[config.mk]
export PLATFORM = sky130hd
export DESIGN_NAME = sio_l2b_ret_asm
export DESIGN_NICKNAME = d
export VERILOG_FILES = /design/src/rtl/sio_l2b_ret_asm.sv
export SDC_FILE = /design/constraint.sdc
export NUM_CORES = 2
export LEC_CHECK = 0
export ABC_AREA = 0
export CAP_MARGIN = 20
export CORE_MARGIN = 5
export CORE_UTILIZATION = 57
export DETAILED_ROUTE_END_ITERATION = 12
export PLACE_DENSITY = 0.77
export RECOVER_POWER = 50
export SYNTH_ARGS = -nofsm -noshare
export SYNTH_HDL_FRONTEND = slang
export SYNTH_SLANG_ARGS = --single-unit
export TNS_END_PERCENT = 10
[constraint.sdc]
create_clock -name iol2clk -period 89.3 [get_ports iol2clk]
set_input_delay 17.86 -clock iol2clk [delete_from_list [all_inputs] [get_ports iol2clk]]
set_output_delay 17.86 -clock iol2clk [all_outputs]
set_load 0.005 [all_outputs]
[src/rtl/sio_l2b_ret_asm.sv]
// Return-path assembler for one L2 bank: collects header + 16 data beats,
// checks parity, queues completed returns and issues one credit per dequeue.
module sio_l2b_ret_asm #(
  parameter int DEPTH = 2
) (
  input  logic         iol2clk,
  input  logic         rst,
  input  logic         l2b_sio_ctag_vld,
  input  logic [31:0]  l2b_sio_data,
  input  logic [1:0]   l2b_sio_parity,
  input  logic         l2b_sio_ue_err,
  output logic         ret_vld,
  input  logic         ret_rdy,
  output logic [15:0]  ret_ctag,
  output logic         ret_has_data,
  output logic [511:0] ret_data,
  output logic         ret_ue,
  output logic         ret_pe,
  output logic         sio_l2b_credit,
  output logic         ovf_err,
  output logic         proto_err
);

  localparam int AW = $clog2(DEPTH);

  typedef enum logic {ST_IDLE, ST_DATA} state_t;

  state_t        state_q, state_d;
  logic [3:0]    beat_cnt_q, beat_cnt_d;
  logic [511:0]  line_q, line_d;
  logic [15:0]   ctag_q;
  logic          ue_acc_q, pe_acc_q;
  logic [AW:0]   wr_ptr_q, rd_ptr_q;
  logic          credit_q, ovf_q, proto_q;

  logic [15:0]   mem_ctag_q [DEPTH];
  logic          mem_hd_q   [DEPTH];
  logic [511:0]  mem_data_q [DEPTH];
  logic          mem_ue_q   [DEPTH];
  logic          mem_pe_q   [DEPTH];

  logic          beat_pe;
  logic          push, push_ok, pop, full, proto_set;
  logic          push_hd, push_ue, push_pe;
  logic [15:0]   push_ctag;
  logic [511:0]  push_data;

  function automatic logic par_mismatch(input logic [31:0] d, input logic [1:0] p);
    return ((^d[31:16]) != p[1]) || ((^d[15:0]) != p[0]);
  endfunction

  assign beat_pe = par_mismatch(l2b_sio_data, l2b_sio_parity);

  always_comb begin
    state_d    = state_q;
    beat_cnt_d = beat_cnt_q;
    line_d     = line_q;
    push       = 1'b0;
    push_ctag  = ctag_q;
    push_hd    = 1'b0;
    push_data  = '0;
    push_ue    = 1'b0;
    push_pe    = 1'b0;
    proto_set  = 1'b0;
    case (state_q)
      ST_IDLE: begin
        if (l2b_sio_ctag_vld) begin
          beat_cnt_d = 4'd0;
          if (l2b_sio_data[16]) begin
            state_d = ST_DATA;
          end else begin
            push      = 1'b1;
            push_ctag = l2b_sio_data[15:0];
            push_ue   = l2b_sio_ue_err;
            push_pe   = beat_pe;
          end
        end
      end
      ST_DATA: begin
        // A header strobe here is consumed as an ordinary data beat.
        line_d[9'd511 - {beat_cnt_q, 5'd0} -: 32] = l2b_sio_data;
        beat_cnt_d = beat_cnt_q + 4'd1;
        proto_set  = l2b_sio_ctag_vld;
        if (beat_cnt_q == 4'd15) begin
          push      = 1'b1;
          push_hd   = 1'b1;
          push_data = line_d;
          push_ue   = ue_acc_q | l2b_sio_ue_err;
          push_pe   = pe_acc_q | beat_pe;
          state_d   = ST_IDLE;
        end
      end
      default: state_d = ST_IDLE;
    endcase
  end

  assign ret_vld = (wr_ptr_q != rd_ptr_q);
  assign full    = (wr_ptr_q[AW] != rd_ptr_q[AW]) && (wr_ptr_q[AW-1:0] == rd_ptr_q[AW-1:0]);
  assign pop     = ret_vld && ret_rdy;
  assign push_ok = push && (!full || pop);

  always_ff @(posedge iol2clk or posedge rst) begin
    if (rst) begin
      state_q    <= ST_IDLE;
      beat_cnt_q <= 4'd0;
      wr_ptr_q   <= '0;
      rd_ptr_q   <= '0;
      credit_q   <= 1'b0;
      ovf_q      <= 1'b0;
      proto_q    <= 1'b0;
    end else begin
      state_q    <= state_d;
      beat_cnt_q <= beat_cnt_d;
      credit_q   <= pop;
      if (push_ok)         wr_ptr_q <= wr_ptr_q + 1'b1;
      if (pop)             rd_ptr_q <= rd_ptr_q + 1'b1;
      if (push && !push_ok) ovf_q   <= 1'b1;
      if (proto_set)       proto_q  <= 1'b1;
    end
  end

  // Datapath storage carries no reset; visibility is governed by the pointers.
  always_ff @(posedge iol2clk) begin
    line_q <= line_d;
    if (state_q == ST_IDLE && l2b_sio_ctag_vld && l2b_sio_data[16]) begin
      ctag_q   <= l2b_sio_data[15:0];
      ue_acc_q <= l2b_sio_ue_err;
      pe_acc_q <= beat_pe;
    end else if (state_q == ST_DATA) begin
      ue_acc_q <= ue_acc_q | l2b_sio_ue_err;
      pe_acc_q <= pe_acc_q | beat_pe;
    end
    if (push_ok) begin
      mem_ctag_q[wr_ptr_q[AW-1:0]] <= push_ctag;
      mem_hd_q[wr_ptr_q[AW-1:0]]   <= push_hd;
      mem_data_q[wr_ptr_q[AW-1:0]] <= push_data;
      mem_ue_q[wr_ptr_q[AW-1:0]]   <= push_ue;
      mem_pe_q[wr_ptr_q[AW-1:0]]   <= push_pe;
    end
  end

  assign ret_ctag       = ret_vld ? mem_ctag_q[rd_ptr_q[AW-1:0]] : '0;
  assign ret_has_data   = ret_vld ? mem_hd_q[rd_ptr_q[AW-1:0]]   : 1'b0;
  assign ret_data       = ret_vld ? mem_data_q[rd_ptr_q[AW-1:0]] : '0;
  assign ret_ue         = ret_vld ? mem_ue_q[rd_ptr_q[AW-1:0]]   : 1'b0;
  assign ret_pe         = ret_vld ? mem_pe_q[rd_ptr_q[AW-1:0]]   : 1'b0;
  assign sio_l2b_credit = credit_q;
  assign ovf_err        = ovf_q;
  assign proto_err      = proto_q;

endmodule

==> flow_metrics.py <==
metrics = {
    "outcome": {
        "status": "finished with violations",
        "violations": "max-capacitance violations, max-slew violations",
    },
    "routing": {
        "route.antenna.remaining_nets": 0,
        "wl_um": 169600,
        "drtIter0Drc": 4728,
        "firstDrtPassIters": 6,
        "wl_per_cell_um": 24.43,
        "drc_errors": 0,
        "routed_via_density": 5.733,
        "via_count": 39810,
    },
    "place": {
        "place_hpwl_um": 102800,
        "port_buffers": 573,
        "place.gp.congestion": 0.7774,
    },
    "yosys": {
        "ys_seq_area_frac": 0.7291,
        "synth_nets": 4845,
        "syn_area_per_cell_um2": 13.75,
        "syn-cell-area_um2": 65980,
        "yosysUniqueCellTypes": 34,
        "ys_warn_count": 0,
        "ys_ff_latch": 1604,
        "synthCells": 4800,
    },
    "global_routing": {
        "grt_pass1_wl_um": 247500,
        "grt_start_max_net_pins": 243,
        "grt_pass1_vias": 38730,
        "grt_overflow": 0,
        "grt.total_usage": 0.2711,
        "antenna_found_initial": 9,
    },
    "cells_and_area": {
        "layout_commonest_cell": "edfxtp_1",
        "final_cell_mix": "edfxtp_1, nand2_1, nor2_1, clkdlybuf4s50_1, mux2i_1",
        "fillers": 7889,
        "num-nets-final": 5348,
        "area_growth_syn_to_layout_pct": 18.01,
        "drive_gt1_frac": 0.05562,
    },
    "clock_network": {
        "post_cts_buffers": 0,
        "ctsLongestPathBuffers": 3,
        "insertion_delay_ps": 760,
        "holdBufCountCts": 0,
        "clock-root-buffer": "clkbuf_16",
        "h-tree-depth": 4,
        "ctsResizeCount": 0,
        "clkSinkCount": 1604,
        "cts_tree": "built",
        "clkSlewWorstSetupHoldPaths_ps": 60,
        "cts_made_buffers": 158,
    },
    "setup_path": {
        "required_ps": 71440,
        "critPathMaxFanout": 150,
        "critPathKind": "flip-flop to output port",
        "crit_path_start_kind": "flip-flop",
        "worstSetupEndpointType": "output port",
        "crit_arrival_ps": 4660,
    },
    "pwr": {
        "ir_drop_mv": 0.04180,
        "leakagePower_uw": 0.02891,
        "total_power_uw": 2809,
        "power_density_nw_per_um2": 36.08,
    },
    "sta": {
        "drv_slew": 921,
        "fin_worst_skew_ps": 28.33,
        "tightest_slew_ps": 11340,
        "layout_min_cycle_time_ps": 22520,
        "rsz0062_at_grt": "no",
        "hold_violations": 0,
        "setup_viol": 0,
        "finalSetupTns_ps": 0,
        "slew_headroom": -6.561,
        "fmaxAchievable_ghz": 0.04441,
        "period_share": 0.2522,
    },
    "die": {
        "ios": 574,
        "rows": 124,
        "start_util": 0.5755,
        "die_w_um": 350.2,
        "core_um2": 114700,
        "dieHeight_um": 350.2,
        "die_area_um2": 122700,
    },
    "job": {
        "max-cap-violations": 18,
    },
    "worst_hold_path": {
        "hp-class": "flip-flop to flip-flop",
    },
}
[cell usage after synthesis]
cell / n / area share
nor3_2: 2 / 0.00030
nand4_1: 1 / 0.000095
xnor2_1: 26 / 0.0035
dfrtp_1: 12 / 0.0046
nor2b_1: 1 / 0.000095
ha_1: 6 / 0.0011
nand3b_1: 1 / 0.00011
and2_1: 516 / 0.049
xor2_1: 6 / 0.00080
nor2_1: 541 / 0.031
or3_1: 1 / 0.000095
xnor3_2: 1 / 0.00036
nand3_1: 5 / 0.00038
inv_1: 7 / 0.00040
inv_2: 2 / 0.00011
buf_4: 5 / 0.00057
clkbuf_1: 186 / 0.011
mux2i_1: 531 / 0.081
mux2_2: 16 / 0.0027
clkbuf_2: 3 / 0.00023
nand2_1: 693 / 0.039
nand2b_1: 2 / 0.00019
o31ai_1: 1 / 0.00011
o21ai_0: 492 / 0.037
a21oi_1: 1 / 0.000076
buf_2: 112 / 0.0085
a21o_1: 3 / 0.00034
nor3_1: 3 / 0.00023
xnor3_1: 1 / 0.00034
edfxtp_1: 1592 / 0.72
o21ai_1: 24 / 0.0018
o22ai_1: 1 / 0.000095
xnor2_2: 2 / 0.00049
buf_1: 4 / 0.00023
[logic make-up after synthesis]
kind of cell	share of synthesized area
AOI/OAI and AO/OA	0.03977
muxes	0.08329
buffers and inverters	0.02061
and+or+nand+nor	0.1206
DFF	0.7291
xor gates and xnor gates	0.005443
adders and majority gates	0.001138
[final cells by class]
cell class | count | area (um^2) | area share
sequential | 1604 | 48110 | 0.6179
timing repair buffer | 653 | 6332 | 0.08133
tap | 1512 | 1892 | 0.02430
inverter | 9 | 35.03 | 0.0004500
multi-input combinational | 2877 | 16600 | 0.2133
antenna | 1 | 2.502 | 0.00003214
clock buffer | 198 | 4168 | 0.05353
clock inverter | 89 | 716.9 | 0.009208
[worst paths after layout]
check / startpoint / endpoint / slack, ps / cells after the start
hold reg to reg: proto_err / proto_err / 480 / 1
max in group asynchronous: rst / rd_ptr_q[0] / 71050 / 2
setup reg to reg: state_q / line_q[143] / 75130 / 2
hold / removal: proto_err / proto_err / 480 / 1
setup / recovery: rd_ptr_q[0] / ret_data[255] / 66780 / 5
min in group asynchronous: rst / proto_err / 17690 / 2
[flip-flops by register name, summed over array words and instances, names as in the netlist]
register,flops
pe_acc_q,1
mem_hd_q,2
rd_ptr_q,2
mem_data_q,1024
ue_acc_q,1
proto_err,1
state_q,1
beat_cnt_q,4
line_q,512
sio_l2b_credit,1
ovf_err,1
wr_ptr_q,2
mem_ue_q,2
mem_ctag_q,32
mem_pe_q,2
ctag_q,16
[worst max-delay path: stages, from the launching register on]
cell             delay, ps
dfrtp_4                860
buf_4                  850
buf_12                 760
mux2i_1                170
nor2_1                 390
clkdlybuf4s50_1        590
[layer usage]
| metal | global-route usage | share of wire | vias up |
|---|---|---|---|
| li1 | - | - | 18100 |
| met1 | 0.3853 | 0.40 | 19620 |
| met2 | 0.4284 | 0.47 | 1835 |
| met3 | 0.05214 | 0.094 | 248 |
| met4 | 0.09287 | 0.034 | 6 |
| met5 | 0 | 0.00024 | - |
[power breakdown]
group | switching [uW] | total, uW | internal, uW
clock | 277 | 632 | 355
combinational | 588 | 1060 | 468
sequential | 50.8 | 1120 | 1070
[per-stage QoR]
stage	area, um^2	std cells	utilization	setup slack, ps	hold slack [ps]
after floorplan	65980	4800	-	33050	451.0
after global placement	73050	6652	0.6372	67020	463.4
after detailed placement	73050	6652	0.6372	66970	476.9
after CTS	77940	6939	0.6798	66740	489.2
after global routing	77860	6942	0.6791	66650	499.5
final	77860	6943	0.6791	66780	483.5
Note: power is estimated with default switching activity, not from simulation.
